==> src/rtl/phaethon_mem_ctrl_pkg.sv <==
// Shared constants for the Phaethon memory controller.
// These are the state encodings, the debug-word layout and the page-table defaults.
package phaethon_mc_pkg;

   localparam int unsigned DATA_W  = 32;
   localparam int unsigned ADDR_W  = 32;
   localparam int unsigned STATE_W = 4;
   localparam int unsigned CNT_W   = 16;

   localparam logic [ADDR_W-1:0] PT_BASE_DEFAULT   = 32'h0000_1000;
   localparam int unsigned       PAGE_BITS_DEFAULT = 12;

   // The encodings follow the order of the debug field, starting at 0.
   localparam logic [STATE_W-1:0] ST_IDLE       = 4'd0;
   localparam logic [STATE_W-1:0] ST_RD_ISSUE   = 4'd1;
   localparam logic [STATE_W-1:0] ST_RD_CAPTURE = 4'd2;
   localparam logic [STATE_W-1:0] ST_WR_ISSUE   = 4'd3;
   localparam logic [STATE_W-1:0] ST_ACK        = 4'd4;
   localparam logic [STATE_W-1:0] ST_WAIT_REL   = 4'd5;
   localparam logic [STATE_W-1:0] ST_PT_ISSUE   = 4'd6;
   localparam logic [STATE_W-1:0] ST_PT_CAPTURE = 4'd7;

   localparam int unsigned DBG_STATE_LSB = 0;
   localparam int unsigned DBG_STATE_MSB = 3;
   localparam int unsigned DBG_CNT_LSB   = 16;
   localparam int unsigned DBG_CNT_MSB   = 31;

   // The debug word is laid out as {transaction count, zeros, state}.
   function automatic logic [DATA_W-1:0] packDebug(input logic [STATE_W-1:0] st,
                                                   input logic [CNT_W-1:0]   cnt);
      logic [DATA_W-1:0] dbg;
      dbg = '0;
      dbg[DBG_STATE_MSB:DBG_STATE_LSB] = st;
      dbg[DBG_CNT_MSB:DBG_CNT_LSB]     = cnt;
      return dbg;
   endfunction

endpackage

==> src/rtl/phaethon_mem_ctrl_if.sv <==
// Client (mc) and physical RAM (ph) signal bundle for phaethon_mem_ctrl.
// The slave modport is the controller's view, and the master modport is the CPU/RAM side.
interface phaethon_mem_ctrl_if;
   import phaethon_mc_pkg::*;

   logic [DATA_W-1:0] mcRamRead;
   logic              mcRamReady;
   logic [ADDR_W-1:0] mcRamAddress;
   logic [DATA_W-1:0] mcRamWrite;
   logic              mcReadReq;
   logic              mcWriteReq;
   logic              mcAddrVirtual;
   logic [DATA_W-1:0] phRamRead;
   logic [ADDR_W-1:0] phRamAddress;
   logic [DATA_W-1:0] phRamWrite;
   logic              phReadReq;
   logic              phWriteReq;
   logic [DATA_W-1:0] mcDebug;

   modport slave (
      output mcRamRead, mcRamReady, phRamAddress, phRamWrite, phReadReq, phWriteReq, mcDebug,
      input  mcRamAddress, mcRamWrite, mcReadReq, mcWriteReq, mcAddrVirtual, phRamRead
   );

   modport master (
      input  mcRamRead, mcRamReady, phRamAddress, phRamWrite, phReadReq, phWriteReq, mcDebug,
      output mcRamAddress, mcRamWrite, mcReadReq, mcWriteReq, mcAddrVirtual, phRamRead
   );

endinterface

==> src/rtl/phaethon_mem_ctrl.sv <==
// Single-port memory controller that turns held client requests into one-cycle RAM strobes.
// Optional virtual-address translation through an in-memory page table: PHAETHON_MC_VIRT_ADDR_EN.
module phaethon_mem_ctrl
   import phaethon_mc_pkg::*;
#(
   parameter logic [ADDR_W-1:0] PT_BASE   = PT_BASE_DEFAULT,
   parameter int unsigned       PAGE_BITS = PAGE_BITS_DEFAULT
) (
   input logic                clk,
   input logic                reset,
   phaethon_mem_ctrl_if.slave bus
);

   logic [STATE_W-1:0] stateQ, stateD;
   logic [DATA_W-1:0]  readDataQ, readDataD;
   logic               readyQ, readyD;
   logic [ADDR_W-1:0]  phAddrQ, phAddrD;
   logic [DATA_W-1:0]  phWdataQ, phWdataD;
   logic               phRdQ, phRdD;
   logic               phWrQ, phWrD;
   logic [CNT_W-1:0]   cntQ, cntD;
   logic [DATA_W-1:0]  debugQ;
   logic               reqAny;

   assign reqAny = bus.mcReadReq | bus.mcWriteReq;

`ifdef PHAETHON_MC_VIRT_ADDR_EN
   logic [PAGE_BITS-1:0] vOffsetQ, vOffsetD;
   logic                 pendWriteQ, pendWriteD;
   logic [ADDR_W-1:0]    ptEntryAddr;

   // Each page-table entry is one 32-bit word, indexed by the virtual page number.
   assign ptEntryAddr = PT_BASE + (ADDR_W'(bus.mcRamAddress >> PAGE_BITS) << 2);
`else
   logic unusedVirt;
   localparam logic [ADDR_W-1:0] unusedCfg = PT_BASE + ADDR_W'(PAGE_BITS);
   assign unusedVirt = bus.mcAddrVirtual ^ unusedCfg[0];
`endif

   // State and registered outputs
   always_ff @(posedge clk or negedge reset) begin
      if (!reset) begin
         stateQ    <= ST_IDLE;
         readDataQ <= '0;
         readyQ    <= 1'b0;
         phAddrQ   <= '0;
         phWdataQ  <= '0;
         phRdQ     <= 1'b0;
         phWrQ     <= 1'b0;
         cntQ      <= '0;
         debugQ    <= '0;
`ifdef PHAETHON_MC_VIRT_ADDR_EN
         vOffsetQ   <= '0;
         pendWriteQ <= 1'b0;
`endif
      end else begin
         stateQ    <= stateD;
         readDataQ <= readDataD;
         readyQ    <= readyD;
         phAddrQ   <= phAddrD;
         phWdataQ  <= phWdataD;
         phRdQ     <= phRdD;
         phWrQ     <= phWrD;
         cntQ      <= cntD;
         debugQ    <= packDebug(stateD, cntD);
`ifdef PHAETHON_MC_VIRT_ADDR_EN
         vOffsetQ   <= vOffsetD;
         pendWriteQ <= pendWriteD;
`endif
      end
   end

   // Next-state and next-output logic
   always_comb begin
      stateD    = stateQ;
      readDataD = readDataQ;
      readyD    = 1'b0;
      phAddrD   = phAddrQ;
      phWdataD  = phWdataQ;
      phRdD     = 1'b0;
      phWrD     = 1'b0;
      cntD      = cntQ;
`ifdef PHAETHON_MC_VIRT_ADDR_EN
      vOffsetD   = vOffsetQ;
      pendWriteD = pendWriteQ;
`endif

      case (stateQ)
         ST_IDLE: begin
            if (reqAny) begin
               phAddrD = bus.mcRamAddress;
`ifdef PHAETHON_MC_VIRT_ADDR_EN
               if (bus.mcAddrVirtual) begin
                  // Fetch the page-table entry first and remember what to do afterwards.
                  phAddrD    = ptEntryAddr;
                  vOffsetD   = bus.mcRamAddress[PAGE_BITS-1:0];
                  pendWriteD = ~bus.mcReadReq;
                  if (!bus.mcReadReq) begin
                     phWdataD = bus.mcRamWrite;
                  end
                  phRdD  = 1'b1;
                  stateD = ST_PT_ISSUE;
               end else
`endif
               if (bus.mcReadReq) begin
                  phRdD  = 1'b1;
                  stateD = ST_RD_ISSUE;
               end else begin
                  phWdataD = bus.mcRamWrite;
                  phWrD    = 1'b1;
                  stateD   = ST_WR_ISSUE;
               end
            end
         end

         ST_RD_ISSUE: stateD = ST_RD_CAPTURE;

         ST_RD_CAPTURE: begin
            readDataD = bus.phRamRead;
            readyD    = 1'b1;
            cntD      = cntQ + CNT_W'(1);
            stateD    = ST_ACK;
         end

         ST_WR_ISSUE: begin
            readyD = 1'b1;
            cntD   = cntQ + CNT_W'(1);
            stateD = ST_ACK;
         end

         ST_ACK: stateD = reqAny ? ST_WAIT_REL : ST_IDLE;

         // A request that is still held here has already been served and must not be issued again.
         ST_WAIT_REL: begin
            if (!reqAny) begin
               stateD = ST_IDLE;
            end
         end

`ifdef PHAETHON_MC_VIRT_ADDR_EN
         ST_PT_ISSUE: stateD = ST_PT_CAPTURE;

         ST_PT_CAPTURE: begin
            phAddrD = {bus.phRamRead[ADDR_W-1:PAGE_BITS], vOffsetQ};
            if (pendWriteQ) begin
               phWrD  = 1'b1;
               stateD = ST_WR_ISSUE;
            end else begin
               phRdD  = 1'b1;
               stateD = ST_RD_ISSUE;
            end
         end
`endif

         default: stateD = ST_IDLE;
      endcase
   end

   assign bus.mcRamRead    = readDataQ;
   assign bus.mcRamReady   = readyQ;
   assign bus.phRamAddress = phAddrQ;
   assign bus.phRamWrite   = phWdataQ;
   assign bus.phReadReq    = phRdQ;
   assign bus.phWriteReq   = phWrQ;
   assign bus.mcDebug      = debugQ;

endmodule

==> src/flat_wrapper.sv <==
// flat-port wrapper written by rule: the top's interface ports become plain ports
module phaethon_mem_ctrl_flat import phaethon_mc_pkg::*;
#(
   parameter logic [ADDR_W-1:0] PT_BASE   = PT_BASE_DEFAULT,
   parameter int unsigned       PAGE_BITS = PAGE_BITS_DEFAULT
)
  (clk, reset, bus_mcRamRead, bus_mcRamReady, bus_phRamAddress, bus_phRamWrite, bus_phReadReq, bus_phWriteReq, bus_mcDebug, bus_mcRamAddress, bus_mcRamWrite, bus_mcReadReq, bus_mcWriteReq, bus_mcAddrVirtual, bus_phRamRead);
  phaethon_mem_ctrl_if bus_i ();
  input logic clk;
  input logic reset;
  output wire logic [$bits(bus_i.mcRamRead)-1:0] bus_mcRamRead;
  output wire logic [$bits(bus_i.mcRamReady)-1:0] bus_mcRamReady;
  output wire logic [$bits(bus_i.phRamAddress)-1:0] bus_phRamAddress;
  output wire logic [$bits(bus_i.phRamWrite)-1:0] bus_phRamWrite;
  output wire logic [$bits(bus_i.phReadReq)-1:0] bus_phReadReq;
  output wire logic [$bits(bus_i.phWriteReq)-1:0] bus_phWriteReq;
  output wire logic [$bits(bus_i.mcDebug)-1:0] bus_mcDebug;
  input wire logic [$bits(bus_i.mcRamAddress)-1:0] bus_mcRamAddress;
  input wire logic [$bits(bus_i.mcRamWrite)-1:0] bus_mcRamWrite;
  input wire logic [$bits(bus_i.mcReadReq)-1:0] bus_mcReadReq;
  input wire logic [$bits(bus_i.mcWriteReq)-1:0] bus_mcWriteReq;
  input wire logic [$bits(bus_i.mcAddrVirtual)-1:0] bus_mcAddrVirtual;
  input wire logic [$bits(bus_i.phRamRead)-1:0] bus_phRamRead;
  assign bus_mcRamRead = bus_i.mcRamRead;
  assign bus_mcRamReady = bus_i.mcRamReady;
  assign bus_phRamAddress = bus_i.phRamAddress;
  assign bus_phRamWrite = bus_i.phRamWrite;
  assign bus_phReadReq = bus_i.phReadReq;
  assign bus_phWriteReq = bus_i.phWriteReq;
  assign bus_mcDebug = bus_i.mcDebug;
  assign bus_i.mcRamAddress = bus_mcRamAddress;
  assign bus_i.mcRamWrite = bus_mcRamWrite;
  assign bus_i.mcReadReq = bus_mcReadReq;
  assign bus_i.mcWriteReq = bus_mcWriteReq;
  assign bus_i.mcAddrVirtual = bus_mcAddrVirtual;
  assign bus_i.phRamRead = bus_phRamRead;
  phaethon_mem_ctrl #(.PT_BASE(PT_BASE), .PAGE_BITS(PAGE_BITS)) u_core (.clk(clk), .reset(reset), .bus(bus_i));
endmodule
==> config.mk <==
export PLATFORM = sky130hd
export DESIGN_NAME = phaethon_mem_ctrl_flat
export DESIGN_NICKNAME = d
export VERILOG_FILES = /design/src/rtl/phaethon_mem_ctrl_pkg.sv /design/src/rtl/phaethon_mem_ctrl_if.sv /design/src/rtl/phaethon_mem_ctrl.sv /design/src/flat_wrapper.sv
export SDC_FILE = /design/constraint.sdc
export NUM_CORES = 1
export LEC_CHECK = 0
export BUFFER_PORTS_ARGS = -buffer_cell sky130_fd_sc_hd__clkbuf_2
export CORE_ASPECT_RATIO = 0.75
export CORE_MARGIN = 2
export CORE_UTILIZATION = 48
export CTS_BUF_LIST = sky130_fd_sc_hd__clkbuf_4
export DETAILED_ROUTE_END_ITERATION = 8
export HOLD_SLACK_MARGIN = 0.12
export MAX_ROUTING_LAYER = met4
export PLACE_DENSITY = 0.79
export RECOVER_POWER = 100
export SYNTH_ARGS = -nofsm -noshare
export SYNTH_HDL_FRONTEND = slang
export SYNTH_SLANG_ARGS = --single-unit
==> constraint.sdc <==
create_clock -name clk -period 3.45 [get_ports clk]
set_input_delay 0 -clock clk [delete_from_list [all_inputs] [get_ports clk]]
set_output_delay 0 -clock clk [all_outputs]
set_load 0.01 [all_outputs]
[Word level (Yosys, flattened, before mapping)]
Index checks and enable logic that the tools add are counted.
Storage, ports and cells
  logic and storage cells: 34
  output and inout bits: 131
  register bits after elaboration: 139
Operators by class
  eq/ne operators: 5
  muxes and demuxes: 13
  reduce and logical (&&, ||, !) cells: 4
  add/subtract/negate cells: 1
  bitwise logic cells: 2
Operator list (count)
  4-bit case mux with 5 select lines: 1
  16-bit by 1-bit adder with 16-bit output, second input constant: 1
  16-bit two-way mux: 1
  4-bit by 2-bit equality test with 1-bit output, second input constant: 2
  4-bit by 3-bit equality test with 1-bit output, second input constant: 2
  4-bit two-way mux: 2
  1-bit two-way mux: 7
  4-bit by 1-bit equality test with 1-bit output, second input constant: 1
  4-bit logical NOT: 1
  3-bit two-way mux: 1
  3-bit AND reduction: 1
  2-bit two-way mux: 1
  2-bit AND reduction: 1
  2-bit OR reduction: 1
  1-bit NOT: 1
  1-bit OR: 1

[Longest topological paths before layout]
  depth after elaboration: 3
  gate-level depth with buffers: 5

[Worst setup path after synthesis]
OpenSTA, ideal clock, no wires.
  path type: reg-to-reg
  from: register u_core.stateQ[1]
  to: register u_core.phAddrQ[10], in the netlist u_core.bus.phRamAddress[10]
  cell stages (with the launch flop): 6
  slack: 1.707 ns
  data required time: 3.325 ns
  period minus slack after synthesis: 1.743 ns
  arrival: 1.618 ns
  setup time: 0.125 ns
  cell sequence: dfrtp_1 nor4_1 nor2b_1 clkbuf_2 buf_4 mux2_2
On the way
  longest elaborated chain between the ends: 2
RTL lines
  start, declared: RTL line phaethon_mem_ctrl.sv:14  | logic [STATE_W-1:0] stateQ, stateD;
  start signal, assigned: RTL line phaethon_mem_ctrl.sv:57  | stateQ <= stateD;
  4-bit logical NOT: RTL line phaethon_mem_ctrl.sv:88  | case (stateQ)
  2-bit AND reduction (no line)
  end signal, assigned: RTL line phaethon_mem_ctrl.sv:60  | phAddrQ <= phAddrD;
  end, declared: RTL line phaethon_mem_ctrl.sv:17  | logic [ADDR_W-1:0] phAddrQ, phAddrD;
Every way passes these cells.
A chain may end at the register's enable or synchronous reset.

[Worst setup path in the final report]
  from: register u_core.stateQ[1]
  to: register u_core.phWdataQ[6], in the netlist u_core.bus.phRamWrite[6]
On the way
  longest elaborated chain between the ends: 2
RTL lines
  4-bit logical NOT: RTL line phaethon_mem_ctrl.sv:88
  3-bit AND reduction (no line)
  end signal, assigned: RTL line phaethon_mem_ctrl.sv:61  | phWdataQ <= phWdataD;
  end, declared: RTL line phaethon_mem_ctrl.sv:18  | logic [DATA_W-1:0] phWdataQ, phWdataD;
Every way passes these cells.

==> flow_summary_export.csv <==
group,metric,value,unit
cts,clk_latency,540,ps
status,status,"finished with violations",
power,p_per_area,641,nW/um2
detailed_routing,wirelength,13300,um
detailed_routing,vias,3747,
timing,min_period,2690,ps
grt,first_global_vias,4093,
floorplanning,dieArea,10400,um2
critical_path,rrSetupSlack,760,ps
final_layout,drive_gt1_share,33.6,%
detailed_routing,wl_met2,6820,um
hold_path,hp-start,"bus_mcRamAddress[2]",
detailed_routing,highest_layer,"met4",
grt,grt_antenna_before_repair,0,
synthesis,ys_seq_area_share,64.5,%
hold_path,hp-class,"in -> reg",
cts,cts.reportedPaths.clkPinSlew,100,ps
floorplanning,io_pins,232,
critical_path,critical_path_class,"reg -> reg",
floorplanning,start_util,50.2,%
power,ir_drop,0.390,mV
cts,h-tree-depth,4,
timing,tightest_slew,1570,ps
cts,cts_tree,"built",
placement,place.gp.congestion,0.775,
synthesis,syn_avg_cell_area,15.6,um2
status,violations,"max-capacitance violations, max-slew violations",
floorplanning,die_x,117,um
detailed_routing,drt_first_pass_iters,5,
critical_path,reg2reg_depth,5,
final_layout,area_growth,51.1,%
synthesis,ys_warn_count,0,
critical_path,r2r-end,"u_core.bus.phRamWrite[6]",
timing,rsz0062_at_grt,"false",
placement,dpl.hpwl,7710,um
timing,finalHoldViolCount,0,
floorplanning,std_cell_rows,30,
critical_path,cp.required,3870,ps
job,cap_violations,1,
cts,cts_setup_buffers,0,
critical_path,worstPathArrival,3120,ps
timing,clock-skew-final,15.6,ps
grt,grt_max_degree,66,
floorplanning,die_height,89.0,um
timing,fin_ws,756,ps
grt,grt_use_total,26.9,%
timing,relSlewSlack,-4.52,%
synthesis,synthArstFlopShare,100,%
detailed_routing,drtIter0Drc,102,
detailed_routing,drc_errors,0,
cts,clkSinkCount,119,
cts,numCtsBuffers,17,
placement,dpl_cell_area,5810,um2
placement,post-place-ws,1040,ps
final_layout,fin_nets,742,
final_layout,final_area,6980,um2
power,power.total,4.47,mW
critical_path,rr_startpoint,"u_core.stateQ[1]",
synthesis,synth_cells,296,
timing,finalCritPeriodShare,78.1,%
grt,grt_pass1_wl,20200,um
detailed_routing,ant_nets,0,
placement,dp_cells,635,
detailed_routing,wl_per_cell,17.1,um
timing,fin_tns_setup,0,ps
timing,finalSetupViolCount,0,
floorplanning,core,9200,um2
synthesis,synth.cell_area,4620,um2
critical_path,end_kind,"register",
synthesis,ys_ff_latch,119,
synthesis,synth_edf_count,0,
cts,cts-root-buf,"clkbuf_4",
final_layout,layout.cells.non_filler,779,
detailed_routing,avgViaCountPerCell,4.81,
timing,drv_slew,66,
grt,grt_overflow,0,
critical_path,cp-start-kind,"register",
power,p_leak,3.20,nW
final_layout,final_common_cell,"clkbuf_1",
synthesis,dominantRegCellSynth,"dfrtp_1",
synthesis,yosysUniqueCellTypes,28,
detailed_routing,drt-met1-wl,5040,um
critical_path,cp_max_fo,13,
detailed_routing,wl_met3,1120,um
timing,max_freq,371,MHz
placement,port_buffers,218,
final_layout,mostFrequentLayoutCells,"clkbuf_1, dfrtp_1, dlygate4sd3_1, clkbuf_2, mux2_2",
critical_path,endpoint,"u_core.bus.phRamWrite[6]",
critical_path,critical_path.startpoint,"u_core.stateQ[1]",
cts,clock_path_buffers,2,
final_layout,diodes,0,
-- Yosys cell counts (2+ instances only) --
| master | n | area [um2] |
|---|---|---|
| and2_1 | 3 | 18.8 |
| buf_2 | 3 | 15.0 |
| buf_4 | 18 | 135 |
| clkbuf_2 | 2 | 10.0 |
| dfrtp_1 | 119 | 2980 |
| inv_1 | 4 | 15.0 |
| mux2_1 | 5 | 56.3 |
| mux2_2 | 92 | 1040 |
| nand2_1 | 3 | 11.3 |
| nand3_1 | 7 | 35.0 |
| nand4_1 | 2 | 12.5 |
| nor2_1 | 4 | 15.0 |
| nor3_1 | 4 | 20.0 |
| nor4_1 | 3 | 18.8 |
| xnor2_1 | 7 | 61.3 |
| xor2_1 | 8 | 70.1 |
-- where the power goes --
group / leakage (nW) / total, mW / internal [mW] / switching, mW
combinational: 1.62 / 1.45 / 0.717 / 0.736
sequential: 1.45 / 2.15 / 1.86 / 0.295
clock: 0.127 / 0.866 / 0.353 / 0.512
-- flip-flops by register name (all words and copies together) (netlist names) --
name and cells:
u_core.stateQ 3, u_core.bus.phWriteReq 1, u_core.bus.mcRamRead 32, u_core.bus.phRamAddress 32, u_core.bus.phRamWrite 32, u_core.bus.mcRamReady 1
u_core.bus.mcDebug 1, u_core.cntQ 16, u_core.bus.phReadReq 1
-- worst min-delay path by stage --
| stage | end | slack, ps | cells after the start |
|---|---|---|---|
| 2_1_floorplan | u_core.bus.mcDebug[3] | -300 | 0 |
| 3_3_place_gp | u_core.cntQ[10] | 70 | 1 |
| 3_5_place_dp | u_core.cntQ[8] | 90 | 1 |
| 4_1_cts | u_core.bus.phRamAddress[2] | 190 | 3 |
| 5_1_grt | u_core.bus.phRamAddress[2] | 200 | 3 |
| 6_report | u_core.bus.phRamAddress[2] | 220 | 3 |
-- what timing repair did --
item                      4_1_cts  5_1_grt
hold endpoints to repair      220        0
resized for setup               0        0
hold buffers                  114        0
-- cell families after synthesis --
| logic type | Yosys count | share of synthesized area, % |
|---|---|---|
| and+or+nand+nor | 33 | 4.42 |
| muxes | 97 | 23.6 |
| buffers and inverters | 27 | 3.79 |
| AOI/OAI and AO/OA | 3 | 0.488 |
| adders and majority gates | 1 | 0.271 |
| DFF | 119 | 64.5 |
| xor gates and xnor gates | 15 | 2.84 |
| other | 1 | 0.0812 |
-- critical path: stages, from the launching register on --
cell and delay, ps:
dfrtp_1 460, nor4_1 540, nand3b_1 180, clkbuf_1 360, mux2_1 450, dlygate4sd3_1 600
-- cell type report --
cell class | count | area [um2]
clock inverter | 11 | 86.3
tap | 128 | 160
multi-input combinational | 162 | 1500
fill | 633 | 2220
inverter | 4 | 15.0
clock buffer | 19 | 143
sequential | 119 | 2980
timing repair buffer | 336 | 2090
-- per-stage QoR --
step | util (%) | hold WS [ps]
floorplan | - | -296
global placement | 63.2 | 72.6
detailed placement | 63.2 | 93.8
CTS | 78.2 | 195
global route | 75.9 | 202
finish | 75.9 | 225
-- layer usage --
| metal | global-route usage, % | vias up |
|---|---|---|
| li1 | - | 1697 |
| met1 | 29.7 | 1844 |
| met2 | 45.4 | 167 |
| met3 | 8.81 | 39 |
| met4 | 11.1 | 0 |
| met5 | - | - |
Note: power is estimated with default switching activity, not from simulation.
